===== src/rtl/key_event_fifo.sv =====
// key_event_fifo: turns the 3-column keypad scanner stream into one key code
// per frame, debounces that code over several frames, and queues each press
// event in a small show-ahead FIFO that is popped with rd_en.
// Optional build macro: KEY_REPEAT_EN adds auto-repeat of the held key every
// REPEAT_FRAMES frames. Without it, each press produces exactly one event.
module key_event_fifo #(
  parameter int DEBOUNCE_FRAMES = 4,
  parameter int FIFO_DEPTH      = 4,
  parameter int CNT_W           = 3,
  parameter int REPEAT_FRAMES   = 32
) (
  input  logic             clk,
  input  logic             rst,
  input  logic [3:0]       keyData,
  input  logic [2:0]       columnSel,
  input  logic             rd_en,
  output logic [3:0]       rd_data,
  output logic             empty,
  output logic             full,
  output logic [CNT_W-1:0] count,
  output logic             overflow,
  output logic             key_held,
  output logic [3:0]       held_code
);

  localparam int         PTR_W    = $clog2(FIFO_DEPTH);
  localparam logic [3:0] NO_KEY   = 4'hF;
  localparam logic [3:0] DEB_LAST = 4'(DEBOUNCE_FRAMES - 1);
  localparam bit CFG_OK = (DEBOUNCE_FRAMES >= 2) && (DEBOUNCE_FRAMES <= 15) &&
                          (FIFO_DEPTH >= 2) && ((FIFO_DEPTH & (FIFO_DEPTH - 1)) == 0) &&
                          (FIFO_DEPTH < (1 << CNT_W)) && (REPEAT_FRAMES >= 1);

  generate
    if (!CFG_OK) begin : g_cfg_check
      $error("key_event_fifo: illegal parameter combination");
    end
  endgenerate

  typedef enum logic [1:0] {
    RELEASED     = 2'd0,
    PRESS_PEND   = 2'd1,
    HELD         = 2'd2,
    RELEASE_PEND = 2'd3
  } deb_state_e;

  // frame accumulator
  logic [3:0]       acc_q, acc_d, acc_now;
  logic             multi_q, multi_d, multi_now;
  logic             frame_end;
  logic [3:0]       frame_res;
  // debounce
  deb_state_e       state_q, state_d;
  logic [3:0]       cand_q, cand_d;
  logic [3:0]       fcnt_q, fcnt_d;
  logic             key_held_q, key_held_d;
  logic [3:0]       held_code_q, held_code_d;
  logic             push;
  logic [3:0]       push_code;
  // fifo
  logic [3:0]       mem_q [FIFO_DEPTH];
  logic [3:0]       mem_d [FIFO_DEPTH];
  logic [PTR_W-1:0] head_q, head_d, tail_q, tail_d;
  logic [CNT_W-1:0] count_q, count_d;
  logic             empty_q, empty_d, full_q, full_d;
  logic             overflow_q, overflow_d;
  logic [3:0]       rd_data_q, rd_data_d;
  logic             pop, push_ok;

`ifdef KEY_REPEAT_EN
  localparam int           RPT_W    = $clog2(REPEAT_FRAMES + 1);
  localparam logic [RPT_W-1:0] RPT_LAST = RPT_W'(REPEAT_FRAMES - 1);
  logic [RPT_W-1:0] rpt_q, rpt_d;
`endif

  // Merge the columns of one scan frame; a second distinct code marks the frame as multi-key.
  always_comb begin
    acc_now   = acc_q;
    multi_now = multi_q;
    if (keyData != NO_KEY) begin
      if (acc_q == NO_KEY) begin
        acc_now = keyData;
      end else if (keyData != acc_q) begin
        multi_now = 1'b1;
      end else begin
        multi_now = multi_q;
      end
    end else begin
      acc_now = acc_q;
    end
    frame_end = (columnSel == 3'b100);
    frame_res = multi_now ? NO_KEY : acc_now;
    if (frame_end) begin
      acc_d   = NO_KEY;
      multi_d = 1'b0;
    end else begin
      acc_d   = acc_now;
      multi_d = multi_now;
    end
  end

  // Debounce state machine; it only moves on frame-end cycles and raises push on an accepted press.
  always_comb begin
    state_d     = state_q;
    cand_d      = cand_q;
    fcnt_d      = fcnt_q;
    key_held_d  = key_held_q;
    held_code_d = held_code_q;
    push        = 1'b0;
    push_code   = cand_q;
`ifdef KEY_REPEAT_EN
    rpt_d       = rpt_q;
`endif
    if (frame_end) begin
      case (state_q)
        RELEASED: begin
          if (frame_res != NO_KEY) begin
            cand_d  = frame_res;
            fcnt_d  = 4'd1;
            state_d = PRESS_PEND;
          end else begin
            state_d = RELEASED;
          end
        end
        PRESS_PEND: begin
          if (frame_res == cand_q) begin
            if (fcnt_q == DEB_LAST) begin
              state_d     = HELD;
              key_held_d  = 1'b1;
              held_code_d = cand_q;
              push        = 1'b1;
              push_code   = cand_q;
`ifdef KEY_REPEAT_EN
              rpt_d       = {RPT_W{1'b0}};
`endif
            end else begin
              fcnt_d = fcnt_q + 4'd1;
            end
          end else if (frame_res == NO_KEY) begin
            state_d = RELEASED;
          end else begin
            cand_d = frame_res;
            fcnt_d = 4'd1;
          end
        end
        HELD: begin
          if (frame_res != held_code_q) begin
            state_d = RELEASE_PEND;
            fcnt_d  = 4'd1;
`ifdef KEY_REPEAT_EN
            rpt_d   = {RPT_W{1'b0}};
`endif
          end else begin
`ifdef KEY_REPEAT_EN
            if (rpt_q == RPT_LAST) begin
              rpt_d     = {RPT_W{1'b0}};
              push      = 1'b1;
              push_code = held_code_q;
            end else begin
              rpt_d = rpt_q + RPT_W'(1'b1);
            end
`else
            state_d = HELD;
`endif
          end
        end
        RELEASE_PEND: begin
          if (frame_res == NO_KEY) begin
            if (fcnt_q == DEB_LAST) begin
              state_d     = RELEASED;
              key_held_d  = 1'b0;
              held_code_d = NO_KEY;
            end else begin
              fcnt_d = fcnt_q + 4'd1;
            end
          end else begin
            // same key back, or a different key: either way the key is not released
            state_d = HELD;
`ifdef KEY_REPEAT_EN
            rpt_d   = {RPT_W{1'b0}};
`endif
          end
        end
        default: begin
          state_d     = RELEASED;
          key_held_d  = 1'b0;
          held_code_d = NO_KEY;
        end
      endcase
    end else begin
      state_d = state_q;
    end
  end

  // FIFO next state: simultaneous push and pop are both honoured, so a full FIFO can still accept.
  always_comb begin
    pop     = rd_en && !empty_q;
    push_ok = push && (!full_q || pop);
    mem_d   = mem_q;
    if (push_ok) begin
      mem_d[tail_q] = push_code;
      tail_d        = tail_q + PTR_W'(1'b1);
    end else begin
      tail_d = tail_q;
    end
    if (pop) begin
      head_d = head_q + PTR_W'(1'b1);
    end else begin
      head_d = head_q;
    end
    overflow_d = overflow_q || (push && !push_ok);
    count_d    = count_q + CNT_W'(push_ok) - CNT_W'(pop);
    empty_d    = (count_d == {CNT_W{1'b0}});
    full_d     = (count_d == CNT_W'(FIFO_DEPTH));
    rd_data_d  = empty_d ? NO_KEY : mem_d[head_d];
  end

  // State registers with synchronous active-low reset.
  always_ff @(posedge clk) begin
    if (!rst) begin
      acc_q       <= NO_KEY;
      multi_q     <= 1'b0;
      state_q     <= RELEASED;
      cand_q      <= NO_KEY;
      fcnt_q      <= 4'd0;
      key_held_q  <= 1'b0;
      held_code_q <= NO_KEY;
      for (int i = 0; i < FIFO_DEPTH; i++) begin
        mem_q[i] <= NO_KEY;
      end
      head_q      <= {PTR_W{1'b0}};
      tail_q      <= {PTR_W{1'b0}};
      count_q     <= {CNT_W{1'b0}};
      empty_q     <= 1'b1;
      full_q      <= 1'b0;
      overflow_q  <= 1'b0;
      rd_data_q   <= NO_KEY;
`ifdef KEY_REPEAT_EN
      rpt_q       <= {RPT_W{1'b0}};
`endif
    end else begin
      acc_q       <= acc_d;
      multi_q     <= multi_d;
      state_q     <= state_d;
      cand_q      <= cand_d;
      fcnt_q      <= fcnt_d;
      key_held_q  <= key_held_d;
      held_code_q <= held_code_d;
      mem_q       <= mem_d;
      head_q      <= head_d;
      tail_q      <= tail_d;
      count_q     <= count_d;
      empty_q     <= empty_d;
      full_q      <= full_d;
      overflow_q  <= overflow_d;
      rd_data_q   <= rd_data_d;
`ifdef KEY_REPEAT_EN
      rpt_q       <= rpt_d;
`endif
    end
  end

  assign rd_data   = rd_data_q;
  assign empty     = empty_q;
  assign full      = full_q;
  assign count     = count_q;
  assign overflow  = overflow_q;
  assign key_held  = key_held_q;
  assign held_code = held_code_q;

endmodule


===== config.mk =====
export PLATFORM = sky130hd
export DESIGN_NAME = key_event_fifo
export DESIGN_NICKNAME = d
export VERILOG_FILES = /design/src/rtl/key_event_fifo.sv
export SDC_FILE = /design/constraint.sdc
export NUM_CORES = 1
export LEC_CHECK = 0
export ABC_CLOCK_PERIOD_IN_PS = 5200
export CORE_UTILIZATION = 50
export CTS_CLUSTER_DIAMETER = 120
export DETAILED_ROUTE_END_ITERATION = 8
export PLACE_DENSITY = 0.71
export SLEW_MARGIN = 15
export SYNTH_ARGS = -nofsm -noshare
export SYNTH_HDL_FRONTEND = slang
export SYNTH_SLANG_ARGS = --single-unit

===== constraint.sdc =====
create_clock -name clk -period 5.2 [get_ports clk]
set_clock_uncertainty 0.2 [all_clocks]
set_input_delay 0.78 -clock clk [delete_from_list [all_inputs] [get_ports clk]]
set_output_delay 0.78 -clock clk [all_outputs]
set_load 0.03 [all_outputs]

==> reports/qor.txt, run 1 <==
Row count = 26
Chip width = 76.5 µm
Crit Path Max Fanout = 4
Vias in the first global route = 2,056
Sink Count = 50
Setup tns final = 0 ns
Detail Placement HPWL = 4.26 mm
Reg2Reg Capture Point = rd_data[1]$_SDFF_PP1_
Root Driver = clkbuf_8
Yosys cell types = 59
Setup-failing EPs final = 0
Core Area = 5240 µm²
Diode count = 0
Initial Util = 0.530
Unrepaired setup endpoints after global routing = no
CP Launch Type = input port
Antenna violations before repair = 0
Met2 usage = 0.327
Final period demand of the worst path = 4.62 ns
WHS = 0.271 ns
Slew Limit Headroom = 0.455
GP Congestion = 0.802
Post-CTS sizing = 0
Seq cells post-synth = 50
Remaining global-route overflow = 0
PortBufs = 24
First-pass GRT wire length = 10.1 mm
Fin. Hold Viols = 0
Final Net Count = 346
Gate Count Post-Synth = 312
Hold_buf cts = 0
Clk Latency, worst-skew pair = 0.30 ns
Status = completed
Asr flop ratio synth = 0
Reg2Reg Setup Slack = 1.03 ns
Vias = 2,326
Share of cells above drive strength 1 = 0.103
FF-to-FF Start = acc_q[2]$_SDFF_PP1_
Die Footprint = 5850 µm²
Least-Margin Pin Slew = 0.817 ns
Max Clk Rate = 216 MHz
Worst min path class = flop to flop
Most frequent cells in the layout = dfxtp_1, nand2_1, clkdlybuf4s50_1, and3_1, nor2_1
Worst VDD drop = 0.278 mV
Lkg Pwr = 1.19 nW
Yosys warning count = 0
Max cap viols = 0
Seq/Total Area, Yosys = 0.361
Top post-synthesis cells by area = dfxtp_1, and3_1, nand2_1
Post-route ant nets = 0
Worst-path clk slew = 0.09 ns
Worst R2R Path Depth = 18
Number of flops mapped to enable cells by yosys = 0
Drt first pass iters = 4
Met3 usage = 0.0335
GRT Overall Usage = 0.215
Met1 usage = 0.310
Share of the synthesized area in the top cell type = 0.361
Pwr Density = 308 nW/µm²
Final worst path period share = 0.889
Grt peak-use layer = met2
Synth area leader = dfxtp_1
CTS Buffer Depth = 2
Critical Path Sink = rd_data[1]$_SDFF_PP1_
Avg WL per Cell = 14.8 µm
Buffers inserted by post-CTS timing repair = 0
Top Ports = 25
Top_reg_cell synth = dfxtp_1
P&R area growth vs syn = 12.3%
WP data required = 5.18 ns
Critical setup path kind = input port to flop
Net count after synthesis = 329
DRT iter0 DRCs = 138
CP arrival = 4.60 ns
Routed Wire Length = 5.91 mm
Endpoint class of the critical path = flop
Crit. Startpoint = keyData[2]
Synth Cell Area = 2780 µm²
Final Slew Violations = 0
TritonCTS clock tree = built
Most common cell after layout, fill and taps aside = dfxtp_1
CTS Buf Count = 5
Syn_area_per_cell = 8.89 µm²
Vert. Die Dim = 76.5 µm
Largest net degree at the start of global routing = 25
H-tree Lvls = 2
Residual DRC = 0
DR vias/cell = 5.83
## cells in the mapped netlist, drive strengths merged, types with 6 or more instances
cell type and count:
nand2 35, clkbuf 10, and2 6, dfxtp 50
inv 10, a21oi 10, xnor2 10, nand3 13
a211oi 12, a211o 12, o21ai 19, ha 6
nor2 18, and3 20, nand4b 6, buf 9
## stage by stage
stage                     utilization  area [µm²]  std cells  power [mW]  worst slack [ns]
after floorplan                     -        2780        312       0.666             0.864
after global placement          0.579        3030        392       0.743             0.395
after CTS                       0.595        3120        399       0.966             0.576
after detailed placement        0.579        3030        392       0.744             0.272
final                           0.595        3120        399       0.960             0.576
after global routing            0.595        3120        399        1.02             0.283
## worst min path at each step
stage | startpoint | endpoint | slack (ns) | cells past startpoint
global placement | mem_q[15]$_SDFF_PN1_ | mem_q[15]$_SDFF_PN1_ | 0.25 | 1
global route | mem_q[0]$_SDFF_PN1_ | mem_q[0]$_SDFF_PN1_ | 0.29 | 2
detailed placement | mem_q[14]$_SDFF_PN1_ | mem_q[14]$_SDFF_PN1_ | 0.25 | 1
finish | mem_q[13]$_SDFF_PN1_ | mem_q[13]$_SDFF_PN1_ | 0.27 | 1
CTS | mem_q[14]$_SDFF_PN1_ | mem_q[14]$_SDFF_PN1_ | 0.27 | 1
floorplan | mem_q[10]$_SDFF_PN1_ | mem_q[10]$_SDFF_PN1_ | 0.24 | 1
## worst max-delay path, stage by stage
cell and delay [ns]:
clkdlybuf4s50_1 0.46, nand4b_2 0.28, and2_4 0.23, nor4b_2 0.23, o21ai_1 0.18, a22oi_2 0.21
nand2_1 0.09, nand2_1 0.11, o21ai_0 0.09, ha_1 0.20, fa_1 0.38, xnor2_1 0.19
xnor2_1 0.14, nand2_1 0.11, nand2_1 0.15, inv_1 0.06, or3_1 0.38, a211oi_1 0.25
nor4_2 0.07
## state kept, by name (all words and copies together) (netlist names)
name / cells
acc_q: 4
cand_q: 4
count: 3
empty: 1
fcnt_q: 4
full: 1
head_q: 2
held_code: 4
key_held: 1
mem_q: 16
multi_q: 1
overflow: 1
rd_data: 4
state_q: 2
tail_q: 2
## cells by family after synthesis
kind of cell             after synthesis  share of synthesized area
AO/OA/AOI/OAI                         83                      0.235
XOR/XNOR                              11                     0.0347
adder cells (fa/ha/maj)                7                     0.0343
buffers and inverters                 29                     0.0518
flip-flops                            50                      0.361
multiplexers                           3                     0.0108
AND/OR/NAND/NOR                      129                      0.273
## per-layer routing
metal  vias to the layer above  wire [µm]  share of wire
met2                        50       2500           0.42
met5                         -          0              0
met1                      1093       3080           0.52
met4                         0         70          0.012
met3                         7        256          0.043
li1                       1176          -              -
## area by class of cell
type / count / area [µm²]
timing repair buffer: 29 / 278
sequential: 50 / 1000
clock buffer: 5 / 68.8
tap: 70 / 87.6
inverter: 10 / 37.5
clock inverter: 2 / 13.8
multi-input combinational: 233 / 1630
fill: 469 / 2120
## power breakdown
group | leakage, nW | total (mW) | switching [mW] | internal [mW]
clock | 0.0444 | 0.223 | 0.129 | 0.0933
sequential | 0.407 | 0.437 | 0.0294 | 0.408
combinational | 0.736 | 0.300 | 0.176 | 0.124
Note: power is estimated with default switching activity, not from simulation.
==> run 2: changes to the inputs <==
- ABC_CLOCK_PERIOD_IN_PS: 5200 -> not set
==> results of run 2 <==
Final layout, timing and power as in run 1 (identical DEF).
==> run 3: changes to the inputs <==
- CORE_UTILIZATION: 50 -> 25
- PLACE_DENSITY: 0.71 -> not set
==> run 3 against run 2 <==
Net effect:
- power grew 6.3%
- first-iteration DRC count is 35% lower
- hold slack got worse by 0.0019 ns
- flip-flop and latch count stayed put
- largest power group unchanged
- register-to-register slack got worse by 0.19 ns
- non-clock buffer count fell by 1
- sequential share of layout area shrank 1.1 points
==> reports/qor.txt, run 3 (synthesis results as in run 1) <==
Status = completed
P&R area growth vs syn = 16.3%
Crit-path cells = clkdlybuf4s50_1, xnor2_1, nand4_1, a31oi_4, o21ai_1, a22oi_2, nand2_1, nand2_1, o21ai_0, ha_1, fa_1, xnor2_1, xnor2_1, nand2_1, nand2_1, inv_1, or3_1, a211oi_1, nor4_2
Remaining global-route overflow = 0 (unchanged)
GP Congestion = 0.825 (+2.8%)
DRT iter0 DRCs = 90 (-35%)
Reg2Reg Capture Point = rd_data[3]$_SDFF_PP1_
Most frequent cells in the layout = dfxtp_1, nand2_1, clkdlybuf4s50_1, and3_1, nor2_1
Final worst slack = 0.417 ns (-0.159 ns)
Avg WL per Cell = 14.0 µm (-5.8%)
FF-to-FF Start = acc_q[2]$_SDFF_PP1_
Chip width = 107 µm (+40%)
Slew Limit Headroom = 0.443 (-0.0121)
Final worst path period share = 0.920 (+0.0306)
First-pass GRT wire length = 11.6 mm (+15%)
Root Driver = clkbuf_8
Worst min path class = flop to flop
Hold depth = 1 (unchanged)
Worst VDD drop = 0.175 mV (-37%)
Worst R2R Path Depth = 18 (unchanged)
Reg2Reg Setup Slack = 0.84 ns (-0.19 ns)
Crit Path Max Fanout = 14 (+10)
Final Net Count = 345 (-0.29%)
WHS Endpoint = mem_q[15]$_SDFF_PN1_
Detail Placement HPWL = 4.69 mm (+10%)
Row count = 38 (+46%)
Endpoint class of the critical path = flop
Largest net degree at the start of global routing = 25 (unchanged)
Top Ports = 25 (unchanged)
CP max stage delay = 0.54 ns (+0.08 ns)
Register Area = 1000 µm² (unchanged)
Worst-path clk slew = 0.09 ns (about the same)
Lkg Pwr = 1.20 nW (+0.67%)
Fillcell total = 1,162 (+150%)
Critical setup path kind = input port to flop
CTS Buffer Depth = 2 (unchanged)
WP data required = 5.18 ns (about the same)
Buffers inserted by post-CTS timing repair = 0 (unchanged)
Max reg flops = 16 (unchanged)
Fin. Hold Viols = 0 (unchanged)
Vias = 2,307 (-0.82%)
Residual DRC = 0 (unchanged)
Crit path max-delay family = compound AO/OA/AOI/OAI gates
Post-route ant nets = 0 (unchanged)
Clk Latency, worst-skew pair = 0.30 ns (about the same)
CP Launch Type = input port
Max cap viols = 0 (unchanged)
Routed Wire Length = 6.53 mm (+11%)
HP Start = mem_q[15]$_SDFF_PN1_
CTS Buf Count = 5 (unchanged)
Antenna violations before repair = 0 (unchanged)
Initial Util = 0.256 (-0.274)
Share of cells above drive strength 1 = 0.101 (-0.00273)
GRT Overall Usage = 0.125 (-0.0894)
Crit path buffers/inverters = 2 (unchanged)
Post-CTS sizing = 0 (unchanged)
Drt first pass iters = 4 (unchanged)
Vert. Die Dim = 107 µm (+40%)
Final Slew Violations = 0 (unchanged)
DR vias/cell = 4.93 (-15%)
Vias in the first global route = 2,311 (+12%)
TritonCTS clock tree = built
Hold_buf cts = 0 (unchanged)
Multi-input combinational cell area = 1630 µm² (unchanged)
Setup-failing EPs final = 0 (unchanged)
Final period demand of the worst path = 4.78 ns (+0.159 ns)
H-tree Lvls = 2 (unchanged)
Unrepaired setup endpoints after global routing = no
Diode count = 0 (unchanged)
Sink Count = 50 (unchanged)
Core Area = 10,800 µm² (+110%)
Max Clk Rate = 209 MHz (-3.3%)
Least-Margin Pin Slew = 0.835 ns (+0.0181 ns)
Setup tns final = 0 ns (unchanged)
Die Footprint = 11,500 µm² (+97%)
Slowest CP cell = clkdlybuf4s50_1
Post-place setup slack = 0.142 ns (-0.130 ns)
PortBufs = 24 (unchanged)
Pwr Density = 316 nW/µm² (+2.7%)
CP arrival = 4.76 ns (+0.16 ns)
Top reg by flops = mem_q
WHS = 0.269 ns (-0.00186 ns)
Most common cell after layout, fill and taps aside = dfxtp_1
CP most frequent cell = nand2_1
==> run 3: cell count changes in the layout (fill, tap and decap cells not counted), sizes merged <==
| cell | previous run | this run |
|---|---|---|
| buf | 5 | 4 |
| bufinv | 0 | 1 |
| clkbuf | 5 | 6 |
| clkinv | 1 | 0 |
| inv | 11 | 10 |
==> run 3: per-stage QoR <==
stage / utilization / instances / power, mW / cell area (µm²)
global route: 0.298 / 468 / 1.08 / 3230
finish: 0.298 / 468 / 1.02 / 3230
CTS: 0.298 / 468 / 1.03 / 3230
detailed placement: 0.287 / 461 / 0.747 / 3110
global placement: 0.287 / 461 / 0.747 / 3110
floorplan: - / 312 / 0.666 / 2780
==> run 3: routing by layer <==
| layer | routed length, µm | GRT usage |
|---|---|---|
| met5 | 0 | 0 |
| met3 | 288 | 0.0285 |
| met1 | 3340 | 0.174 |
| met4 | 55 | 0.0303 |
| met2 | 2850 | 0.195 |
==> run 3: report_power, final <==
group          internal, mW  leakage (nW)  switching, mW
registers             0.408         0.407         0.0306
logic                 0.122         0.731          0.182
clock network         0.154        0.0573          0.125
==> run 3: layout make-up <==
type	count	area share
Multi-Input combinational cell	233	0.505
Sequential cell	50	0.310
Timing Repair Buffer	28	0.0838
Tap cell	140	0.0543
Clock buffer	6	0.0256
Inverter	10	0.0116
Clock inverter	1	0.00931
==> run 3: worst max path at each step <==
stage,depth (start not counted),endpoint,start,slack (ns)
floorplan,19,rd_data[0]$_SDFF_PP1_,keyData[2],0.86
global placement,19,rd_data[3]$_SDFF_PP1_,keyData[2],0.20
detailed placement,19,rd_data[3]$_SDFF_PP1_,keyData[2],0.14
CTS,19,rd_data[3]$_SDFF_PP1_,keyData[2],0.44
global route,19,rd_data[2]$_SDFF_PP1_,keyData[2],0.11
finish,19,rd_data[3]$_SDFF_PP1_,keyData[2],0.42
==> run 3: worst register-to-register path, stage by stage (launching register included) <==
cell and delay [ns]:
dfxtp_1 0.56, xnor2_1 0.18, nand4_1 0.18, a31oi_4 0.40, o21ai_1 0.22, a22oi_2 0.22
nand2_1 0.09, nand2_1 0.11, o21ai_0 0.10, ha_1 0.19, fa_1 0.38, xnor2_1 0.18
xnor2_1 0.13, nand2_1 0.10, nand2_1 0.15, inv_1 0.07, or3_1 0.39, a211oi_1 0.32
nor4_2 0.06
==> RTL change 1: new RTL, config.mk and constraints of run 2 <==
The parameter `FIFO_DEPTH` goes from 4 to 2.
--- a/src/rtl/key_event_fifo.sv
+++ b/src/rtl/key_event_fifo.sv
@@ -5,7 +5,7 @@
 // REPEAT_FRAMES frames. Without it, each press produces exactly one event.
 module key_event_fifo #(
   parameter int DEBOUNCE_FRAMES = 4,
-  parameter int FIFO_DEPTH      = 4,
+  parameter int FIFO_DEPTH      = 2,
   parameter int CNT_W           = 3,
   parameter int REPEAT_FRAMES   = 32
 ) (
Function: no difference found for any inputs over 4 cycles, from zero or initial values and one cycle with rst low; that may be too few to reach the edited logic, so the function may still have changed.
==> RTL change 1 against run 2 <==
Largest cell class unchanged. Area after synthesis down 20%. Worst setup slack got worse by 160 ps. Sequential power down 16%. Clock power rose by 13%. Total power increased by 0.67%. Count of clock-buffer cells in the layout increased by 1. Critical path type unchanged. Wire length decreased by 21%. Design area fell by 17%. First-iteration DRC count down 22%. Sequential cell count decreased by 10. Register-to-register slack lost 190 ps.
==> RTL change 1: results (changes against run 2) <==
Status - finished clean
First-pass GRT wire length - 7921 um (-22%)
Adder-Cell Fraction of Synth Area - 2.594% (-0.83 points)
Comb pwr share - 35.9% (+4.6 points)
Finished Layout Cells - 332 (-17%)
LEAKAGE - 0.001141 uW (-3.9%)
CP peak stage delay - 540 ps (+80 ps)
Post-DP HPWL - 3378 um (-21%)
Final Net Count - 295 (-15%)
Pre-CTS setup slack - 86.37 ps (-185.6 ps)
Synth Net Count - 271 (-18%)
End of the worst register-to-register path - rd_data[2]$_SDFF_PP1_
F_max - 0.2089 GHz (-3.4%)
Synth Instances - 257 (-18%)
Filler cells - 372 (-21%)
Psw - 328.7 uW (-1.9%)
Worst Hold Path Cells - 2 (+1)
Routed WL - 4641 um (-21%)
R2R Setup Slk - 840 ps (-190 ps)
Synth top area cells - dfxtp_1 36%, nand2_1 7.1%, mux2i_1 6.3%
Hold path endpoint - mem_q[7]$_SDFF_PN1_
Slew @ Worst Pin - 851.8 ps (+35.07 ps)
Internal cell power - 637.8 uW (+2.0%)
Hold path startpoint - mem_q[7]$_SDFF_PN1_
Area after DPL - 2487 sq um (-18%)
Hold WS - 278.9 ps (+7.704 ps)
Placed cells - 324 (-17%)
## RTL change 1: cell count changes after synthesis, moves of 5 or more
cell,delta
a211oi_1,-11
mux2i_1,+11
xnor2_1,-7
and3_1,-18
o21ai_0,-13
nand4_1,+5
dfxtp_1,-10
nand2_1,+10
a211o_1,-11
## RTL change 1: area by class of cell
type	count	area (sq um)	area share (%)
clock inverter	2	35.03	1.350
tap	50	62.56	2.411
clock buffer	6	72.57	2.797
timing repair buffer	31	292.8	11.28
multi-input combinational	190	1282	49.42
inverter	13	48.80	1.880
sequential	40	800.8	30.86
## RTL change 1: routing by layer
layer | up-vias | part of all wire (%) | global-route usage, %
li1 | 960 | - | -
met1 | 909 | 50 | 29.95
met2 | 34 | 46 | 36.27
met3 | 8 | 3.3 | 4.276
met4 | 0 | 0.93 | 6.250
met5 | - | 0 | 0
==> RTL change 2: new RTL, flow settings as in run 2 <==
Made on the original files. Re-encode `deb_state_e` (4 states) as one-hot, 4 bits wide.
--- a/src/rtl/key_event_fifo.sv
+++ b/src/rtl/key_event_fifo.sv
@@ -36,11 +36,11 @@
     end
   endgenerate
 
-  typedef enum logic [1:0] {
-    RELEASED     = 2'd0,
-    PRESS_PEND   = 2'd1,
-    HELD         = 2'd2,
-    RELEASE_PEND = 2'd3
+  typedef enum logic [3:0] {
+    RELEASED     = 4'b0001,
+    PRESS_PEND   = 4'b0010,
+    HELD         = 4'b0100,
+    RELEASE_PEND = 4'b1000
   } deb_state_e;
 
   // frame accumulator
Function: same outputs for any inputs over 4 cycles, from zero or initial values and one cycle with rst low; so few cycles prove little.
==> RTL change 2 against run 2 <==
Largest cell class unchanged. Worst setup slack got worse by 250 ps. Design area is 9.2% higher. Total power grew 10%. Wire length up 11%. Largest power group unchanged. First-iteration DRC count is 0.72% lower. Sequential share of layout area decreased by 1.5 points. Critical endpoint unchanged. Sequential cell count grew 2. Area after synthesis up 7.1%. Highest routed layer unchanged.
==> RTL change 2: results (changes against run 2) <==
LEAKAGE - 0.001391 uW (+17%)
Total track usage - 22.21% (+0.76 points)
Crit path max fanout - 5 (+1)
First-pass GRT wire length - 10,960 um (+8.5%)
Vias per Instance - 5.904 (+1.3%)
Top post-synthesis cells by count - 52 x dfxtp_1, 45 x nand2_1, 23 x mux2i_1, 21 x nor2_1, 14 x inv_1
Post-synthesis sequential area ratio - 35.03% (-1.0 points)
Metal3 WL - 255 um (-0.39%)
FF-to-FF path depth - 17 (-1)
Final Net Count - 371 (+7.2%)
DR WL met2 - 3191 um (+28%)
R2R Setup Slk - 840 ps (-190 ps)
RR Startpoint - acc_q[1]$_SDFF_PP1_
DRC violation total after the first TritonRoute iteration - 137 (-0.72%)
Crit path from - keyData[3]
Synth top area cells - dfxtp_1 35%, mux2i_1 7.7%, nand2_1 5.7%
Gp weighted congestion - 0.8904 (+11%)
Share of cells above drive strength 1 - 10.99% (+0.65 points)
Met2 Resource Use GR - 37.67% (+5.0 points)
Drt wl/cell - 15.32 um (+3.4%)
Largest net degree at the start of global routing - 24 (-4.0%)
Status - finished clean
Met1 Usage GRT - 28.35% (-2.7 points)
CP peak stage delay - 510 ps (+50 ps)
Clock slew at reported path FFs - 110 ps (+20 ps)
## RTL change 2: cell count changes after synthesis, sizes merged, moves of 6 or more
cell and change:
a211o -9, a211oi -8, and2 +6, and3 -19, mux2i +20, nand2 +11, o21ai -10, o22ai +10
## RTL change 2: logic make-up (layout without fill, tap and decap cells)
group,after synthesis,after routing,synth area share (%)
xor gates and xnor gates,12,12,3.537
adders and majority gates,7,7,3.200
DFF,52,52,35.03
and+or+nand+nor,132,132,24.25
muxes,23,23,7.747
AOI/OAI and AO/OA,73,73,22.27
buffers and inverters,29,56,3.958
## RTL change 2: area by class of cell
| type | count | area (sq um) |
|---|---|---|
| fillers | 524 | 2205 |
| multi-input cells | 247 | 1817 |
| flip-flops and latches | 52 | 1041 |
| repair buffers | 33 | 307.8 |
| well taps | 72 | 90.09 |
| clock buffers | 5 | 68.82 |
| inverters | 15 | 56.30 |
| clock inverters | 3 | 22.52 |
## RTL change 2: stage by stage
step                      hold WS, ps  worst slack [ps]  cell area, sq um  std cells
after CTS                       281.9             349.8              3400        427
final                           279.5             322.7              3403        427
after detailed placement        257.8             19.45              3308        419
after global placement          248.7             121.6              3308        419
after floorplan                 245.0             496.7              2972        328
after global routing            313.1             1.088              3403        427
## RTL change 2: power by group through the flow
stage	Clock (uW)	Combinational, uW	Sequential [uW]
global placement	0	359	457
global route	263	399	452
detailed placement	0	364	457
finish	242	369	448
floorplan	0	243	479
CTS	247	365	448
## RTL change 2: repair_timing
item / 4_1_cts / 5_1_grt
gates resized for setup: 0 / 1
setup endpoints to repair: 0 / 1
hold buffers: 0 / 0
setup buffers: 0 / 0
## RTL change 2: worst max-delay path, delay by kind of cell
| family | cells | cell delay (ps) |
|---|---|---|
| AOI/OAI and AO/OA | 7 | 1450 |
| xor gates and xnor gates | 3 | 480 |
| adders and majority gates | 2 | 590 |
| buffers and inverters | 1 | 510 |
| muxes | 1 | 320 |
| and+or+nand+nor | 4 | 760 |
## RTL change 2: worst min-delay path by stage
stage | startpoint | to | slack, ps | depth (start not counted)
finish | mem_q[11]$_SDFF_PN1_ | rd_data[3]$_SDFF_PP1_ | 280 | 2
global placement | overflow$_SDFF_PN0_ | overflow$_SDFF_PN0_ | 250 | 1
detailed placement | overflow$_SDFF_PN0_ | overflow$_SDFF_PN0_ | 260 | 1
CTS | overflow$_SDFF_PN0_ | overflow$_SDFF_PN0_ | 280 | 1
global route | mem_q[11]$_SDFF_PN1_ | rd_data[3]$_SDFF_PP1_ | 310 | 2
floorplan | mem_q[10]$_SDFF_PN1_ | mem_q[10]$_SDFF_PN1_ | 250 | 2
